===== src/rtl/io_input_port.sv =====
`default_nettype none
// ============================================================================
//  Module      : io_input_port
//  Description : Input-side peripheral on the MIPS IO bus. Synchronises and
//                debounces slide switches and push buttons, latches sticky
//                button press events, counts presses on button 0 and returns
//                all of it on IOReadData, decoded from IOAddr.
//
//  Ports       : CLK          system clock (10 MHz divided clock)
//                RESETN       asynchronous active-low reset
//                SW[NSW]      raw slide switches (asynchronous)
//                BTN[NBTN]    raw push buttons, active-high (asynchronous)
//                IOAddr[4]    processor IO address
//                IOWriteEn    processor IO write strobe (one cycle)
//                IOWriteData  processor IO write data
//                IOReadData   combinational read data
//                IRQ          registered OR of (EVT & MASK), only when
//                             IO_INPUT_IRQ_EN is defined
//
//  Register map: 4'h4 R   debounced switches
//                4'h8 R/W EVT sticky press flags, write-1-to-clear
//                4'hA R/W MASK interrupt mask (IO_INPUT_IRQ_EN only)
//                4'hC R/W PCNT saturating press counter for button 0
//
//  Config      : `define IO_INPUT_IRQ_EN to add the IRQ output and MASK.
//
//  Revision    : 1.0  initial release
// ============================================================================
module io_input_port #(
    parameter int NSW       = 2,
    parameter int NBTN      = 4,
    parameter int DB_CYCLES = 100000,
    parameter int CNT_W     = 16
) (
    input  logic            CLK,
    input  logic            RESETN,
    input  logic [NSW-1:0]  SW,
    input  logic [NBTN-1:0] BTN,
    input  logic [3:0]      IOAddr,
    input  logic            IOWriteEn,
    input  logic [31:0]     IOWriteData,
`ifdef IO_INPUT_IRQ_EN
    output logic            IRQ,
`endif
    output logic [31:0]     IOReadData
);

    localparam int                c_N       = NSW + NBTN;
    localparam int                c_DB_W    = $clog2(DB_CYCLES);
    localparam logic [c_DB_W-1:0] c_DB_LAST = c_DB_W'(DB_CYCLES - 1);
    localparam logic [c_DB_W-1:0] c_DB_ONE  = c_DB_W'(1);
    localparam logic [CNT_W-1:0]  c_CNT_ONE = CNT_W'(1);

    // ------------------------------------------------------------------
    // Two-flop synchroniser over all pins; switches in the low bits,
    // buttons above them.
    // ------------------------------------------------------------------
    logic [c_N-1:0] r_sync1;
    logic [c_N-1:0] r_sync2;

    always_ff @(posedge CLK or negedge RESETN) begin
        if (!RESETN) begin
            r_sync1 <= '0;
            r_sync2 <= '0;
        end else begin
            r_sync1 <= {BTN, SW};
            r_sync2 <= r_sync1;
        end
    end

    // ------------------------------------------------------------------
    // Per-bit debouncer: the level is accepted only after DB_CYCLES
    // consecutive cycles of disagreement with the current debounced value.
    // ------------------------------------------------------------------
    logic [c_N-1:0] w_db;

    for (genvar gi = 0; gi < c_N; gi++) begin : g_db
        logic [c_DB_W-1:0] r_cnt;
        logic              r_db;

        always_ff @(posedge CLK or negedge RESETN) begin
            if (!RESETN) begin
                r_cnt <= '0;
                r_db  <= 1'b0;
            end else if (r_sync2[gi] == r_db) begin
                r_cnt <= '0;
            end else if (r_cnt == c_DB_LAST) begin
                r_db  <= r_sync2[gi];
                r_cnt <= '0;
            end else begin
                r_cnt <= r_cnt + c_DB_ONE;
            end
        end

        assign w_db[gi] = r_db;
    end

    logic [NSW-1:0]  w_db_sw;
    logic [NBTN-1:0] w_db_btn;

    assign w_db_sw  = w_db[NSW-1:0];
    assign w_db_btn = w_db[c_N-1:NSW];

    // ------------------------------------------------------------------
    // Rising-edge detect on debounced buttons
    // ------------------------------------------------------------------
    logic [NBTN-1:0] r_btn_q;
    logic [NBTN-1:0] w_rise;

    always_ff @(posedge CLK or negedge RESETN) begin
        if (!RESETN) begin
            r_btn_q <= '0;
        end else begin
            r_btn_q <= w_db_btn;
        end
    end

    assign w_rise = w_db_btn & ~r_btn_q;

    // ------------------------------------------------------------------
    // Register writes
    // ------------------------------------------------------------------
    logic w_wr_evt;
    logic w_wr_cnt;

    assign w_wr_evt = IOWriteEn && (IOAddr == 4'h8);
    assign w_wr_cnt = IOWriteEn && (IOAddr == 4'hC);

    // Sticky flags: the rise term is ORed in after the clear so that a
    // press landing on the same cycle as its clear is never lost.
    logic [NBTN-1:0] r_evt;

    always_ff @(posedge CLK or negedge RESETN) begin
        if (!RESETN) begin
            r_evt <= '0;
        end else if (w_wr_evt) begin
            r_evt <= (r_evt & ~IOWriteData[NBTN-1:0]) | w_rise;
        end else begin
            r_evt <= r_evt | w_rise;
        end
    end

    // Saturating press counter; a software load takes priority over a press.
    logic [CNT_W-1:0] r_pcnt;

    always_ff @(posedge CLK or negedge RESETN) begin
        if (!RESETN) begin
            r_pcnt <= '0;
        end else if (w_wr_cnt) begin
            r_pcnt <= IOWriteData[CNT_W-1:0];
        end else if (w_rise[0] && (r_pcnt != '1)) begin
            r_pcnt <= r_pcnt + c_CNT_ONE;
        end
    end

`ifdef IO_INPUT_IRQ_EN
    // ------------------------------------------------------------------
    // Interrupt mask and registered interrupt request
    // ------------------------------------------------------------------
    logic [NBTN-1:0] r_mask;
    logic            r_irq;
    logic            w_wr_mask;

    assign w_wr_mask = IOWriteEn && (IOAddr == 4'hA);

    always_ff @(posedge CLK or negedge RESETN) begin
        if (!RESETN) begin
            r_mask <= '0;
            r_irq  <= 1'b0;
        end else begin
            if (w_wr_mask) begin
                r_mask <= IOWriteData[NBTN-1:0];
            end
            r_irq <= |(r_evt & r_mask);
        end
    end

    assign IRQ = r_irq;
`endif

    // Only the low field bits of the write bus are used per register.
    logic w_unused_wdata;
    assign w_unused_wdata = ^IOWriteData;

    // ------------------------------------------------------------------
    // Read mux, zero-extended
    // ------------------------------------------------------------------
    always_comb begin
        IOReadData = '0;
        case (IOAddr)
            4'h4:    IOReadData[NSW-1:0]   = w_db_sw;
            4'h8:    IOReadData[NBTN-1:0]  = r_evt;
            4'hC:    IOReadData[CNT_W-1:0] = r_pcnt;
`ifdef IO_INPUT_IRQ_EN
            4'hA:    IOReadData[NBTN-1:0]  = r_mask;
`endif
            default: IOReadData = '0;
        endcase
    end

endmodule
`default_nettype wire


===== config.mk =====
export PLATFORM = sky130hd
export DESIGN_NAME = io_input_port
export DESIGN_NICKNAME = d
export VERILOG_FILES = /design/src/rtl/io_input_port.sv
export SDC_FILE = /design/constraint.sdc
export NUM_CORES = 1
export LEC_CHECK = 0
export BUFFER_PORTS_ARGS = -buffer_cell sky130_fd_sc_hd__buf_2
export CAP_MARGIN = 20
export CORE_ASPECT_RATIO = 1.5
export CORE_MARGIN = 5
export CORE_UTILIZATION = 59
export CTS_CLUSTER_DIAMETER = 200
export CTS_CLUSTER_SIZE = 16
export DETAILED_ROUTE_END_ITERATION = 7
export PLACE_DENSITY_LB_ADDON = 0.05
export SYNTH_ARGS = -nofsm -noshare
export SYNTH_HDL_FRONTEND = slang
export SYNTH_SLANG_ARGS = --single-unit

===== constraint.sdc =====
create_clock -name CLK -period 2.7 [get_ports CLK]
set_clock_uncertainty 0.15 [all_clocks]
set_input_delay 0.405 -clock CLK [delete_from_list [all_inputs] [get_ports CLK]]
set_output_delay 0.405 -clock CLK [all_outputs]
set_load 0.05 [all_outputs]

==> summary.md <==
| Metric | Value |
|---|---|
| Internal power | 3.80 mW |
| CP bufs+invs | 1 |
| Final Slew Violations | 0 |
| Multi-input logic area | 0.00318 mm² |
| Netlist cell types | 43 |
| Setup TNS | 0 ns |
| Starting DRC count in detailed routing | 180 |
| Vias | 5,027 |
| GRT Residual Overflow | 0 |
| Placer Congestion | 0.814 |
| Inserted Clock Buffers | 17 |
| Number of synthesized flops with an enable pin | 0 |
| Crit end category | register |
| Total Routing Usage GR | 19.6% |
| Rel. slew slack | 54.4% |
| Clock Path Buffers | 2 |
| Crit start category | register |
| Mean Syn Cell Area | 9.92 µm² |
| First element of the critical path | g_db[5].r_cnt[0] |
| Maximum VDD drop | 385 µV |
| Number of synthesis warnings | 0 |
| Filler cells | 935 |
| CTS tree | yes |
| Initial Util | 60.3% |
| CP Data Arrival Time | 2.50 ns |
| Layout cells sized above 1 | 12.3% |
| Setup violators final | 0 |
| Post-DP HPWL | 8920 µm |
| Sinks on Clock Net | 144 |
| Detailed Routing Iterations Pass 1 | 4 |
| Fmax | 424 MHz |
| Worst skew pair latency | 0.41 ns |
| Worst Hold Class | primary input to register |
| Combinational share of power | 7.6% |
| Max-cap viol count | 0 |
| Worst R2R Setup Slack | 0.34 ns |
| Worst Max-Slew Pin Slew | 0.684 ns |
| CTS H-tree depth | 4 |
| CP Class | register to register |
| Primary FF master, synth | dfrtp_1 |
| Post-cts sizing count | 0 |
| Critical Path RT | 2.85 ns |
| Slowest stage delay, CP | 0.42 ns |
| Post-placement cell count | 887 |
| Initial antenna violation count | 0 |
| Largest net degree at the start of global routing | 74 |
| Flop pwr share | 47.0% |
| Fin crit share | 87.3% |
| PortBufs | 44 |
| Root Buffer | clkbuf_16 |
| Core Area | 0.0116 mm² |
| Die height | 143 µm |
| Sequential area share after synthesis | 51.5% |
| Post-Syn Instances | 705 |
| R2R Path Start | g_db[5].r_cnt[0] |
| Reg clk slew, reported paths | 0.06 ns |
| Sw frac | 24.3% |
| CP Max Fanout | 10 |
| Register area | 0.00360 mm² |
| RSZ-0062 raised after global routing | no |
| Remaining DRCs | 0 |
| Avg WL per Cell | 14.1 µm |
| I/O pin count | 77 |
| Synth Register Bits | 144 |
| Commonest non-fill, non-tap cell in the layout | dfrtp_1 |
| Vias in the first global route | 5,111 |
| Pleak | 3.52 nW |
| Period minus WS final | 2.36 ns |
| Post-synthesis cell area | 0.00699 mm² |
| Site Rows | 48 |
| Vias per cell | 5.43 |
| Antenna-violating nets left | 0 |
| Clock share of power | 45.5% |
| Antenna diode count | 0 |
| Post-Layout Cell Count | 925 |
| Delay-heaviest family, CP | simple AND/OR/NAND/NOR gates |
| First-pass GRT wire length | 22,800 µm |
| Asr flop ratio synth | 100% |
| Area of the die | 0.0142 mm² |
| Final Hold Fails | 0 |
| Hold Startpoint | IOWriteData[10] |
| Most frequent cells in the layout | dfrtp_1 (144), nor2_1 (127), nand2_1 (66) |
| Final core utilization | 68.8% |
| Die Span X | 98.9 µm |
| Crit-path cells | ha_1, and4_1, nand2_1, nor4_1, nand2b_1, buf_4, nor2_1 |
| NetSw | 1.22 mW |
| DRT Wirelength | 13,000 µm |
| Area grow syn2layout | 14.1% |
| Status | completed |
| Slowest CP cell | nor4_1 |
| Final #Nets | 815 |
| Cell area power density | 630 mW/mm² |
## worst min-delay path, cell delays in order
cell and delay (ns):
buf_2 0.07, nand2_1 0.04, o21ai_1 0.05
## logic make-up (layout without fill, tap and decap cells)
| family | count (synthesis) | after routing | synth area share [%] |
|---|---|---|---|
| AND/OR/NAND/NOR | 359 | 359 | 25.9 |
| flip-flops | 144 | 144 | 51.5 |
| XOR/XNOR | 108 | 108 | 13.5 |
| buffers and inverters | 49 | 104 | 3.72 |
| AO/OA/AOI/OAI | 24 | 24 | 2.02 |
| multiplexers | 13 | 13 | 2.00 |
| adder cells (fa/ha/maj) | 7 | 7 | 1.25 |
| other | 1 | 16 | 0.0536 |
## flip-flops by register name (all words and copies together), names as in the netlist
| signal | cells |
|---|---|
| g_db.r_cnt | 102 |
| r_evt | 4 |
| r_pcnt | 16 |
| r_sync2 | 6 |
| r_sync1 | 6 |
| g_db.r_db | 6 |
| r_btn_q | 4 |
## Yosys cell counts, types with 2 or more instances
cell type / number / share of area (%)
a21oi_1: 3 / 0.21
a22o_1: 3 / 0.38
a22oi_1: 2 / 0.21
and2_1: 14 / 1.3
and3_1: 15 / 1.3
and4_1: 11 / 1.4
buf_1: 2 / 0.11
buf_2: 7 / 0.50
buf_4: 16 / 1.7
clkbuf_1: 8 / 0.43
dfrtp_1: 144 / 52
ha_1: 7 / 1.3
inv_1: 15 / 0.81
mux2_2: 8 / 1.3
mux2i_1: 5 / 0.72
nand2_1: 66 / 3.5
nand2b_1: 6 / 0.54
nand3_1: 36 / 2.6
nand4_1: 27 / 2.4
nand4bb_1: 3 / 0.48
nor2_1: 127 / 6.8
nor2b_1: 3 / 0.27
nor3_1: 21 / 1.5
nor4_1: 15 / 1.3
nor4b_1: 4 / 0.50
nor4bb_1: 2 / 0.29
o21ai_0: 2 / 0.14
o21ai_1: 12 / 0.86
xnor2_1: 54 / 6.8
xor2_1: 54 / 6.8
## final timing paths
path | cells past startpoint | end
max | 7 | g_db[5].r_cnt[10]
min | 3 | r_pcnt[10]
max reg2reg | 7 | g_db[5].r_cnt[10]
min reg2reg | 0 | r_sync2[2]
max in group asynchronous | 3 | g_db[3].r_cnt[8]
min in group asynchronous | 2 | r_pcnt[13]
## per-layer routing
layer / global-route usage (%) / share of wire (%) / vias up
met4: 8.35 / 1.8 / 0
met5: 0 / 0 / -
met2: 34.1 / 53 / 76
li1: - / - / 2460
met1: 23.9 / 42 / 2470
met3: 3.74 / 3.3 / 21
## area by class of cell
cell class | count | share of cell area, %
clock buffer | 21 | 5.90
sequential | 144 | 45.2
timing repair buffer | 58 | 4.53
multi-input combinational | 527 | 39.9
clock inverter | 10 | 1.40
tap | 150 | 2.35
inverter | 15 | 0.706
## per-stage QoR
step | setup slack [ns] | cell area [µm²] | hold WS (ns) | power [mW]
after floorplan | 0.278 | 7050 | -0.0406 | 2.65
after global placement | 0.488 | 7320 | 0.182 | 2.76
after detailed placement | 0.389 | 7320 | 0.187 | 2.77
after CTS | 0.377 | 7980 | 0.0355 | 5.08
after global routing | 0.174 | 7980 | 0.0589 | 5.24
final | 0.343 | 7980 | 0.0472 | 5.02
## power groups by stage
| stage | Sequential (mW) | Clock (mW) | Combinational, mW |
|---|---|---|---|
| 3_5_place_dp | 2.39 | 0 | 0.376 |
| 6_report | 2.36 | 2.28 | 0.379 |
| 4_1_cts | 2.36 | 2.34 | 0.385 |
| 5_1_grt | 2.37 | 2.44 | 0.427 |
| 3_3_place_gp | 2.39 | 0 | 0.365 |
| 2_1_floorplan | 2.37 | 0 | 0.281 |
## timing repair
action,4_1_cts,5_1_grt
hold endpoints to repair,77,0
setup buffers,0,0
hold buffers,7,0
Power figures use the tool's default switching activity.
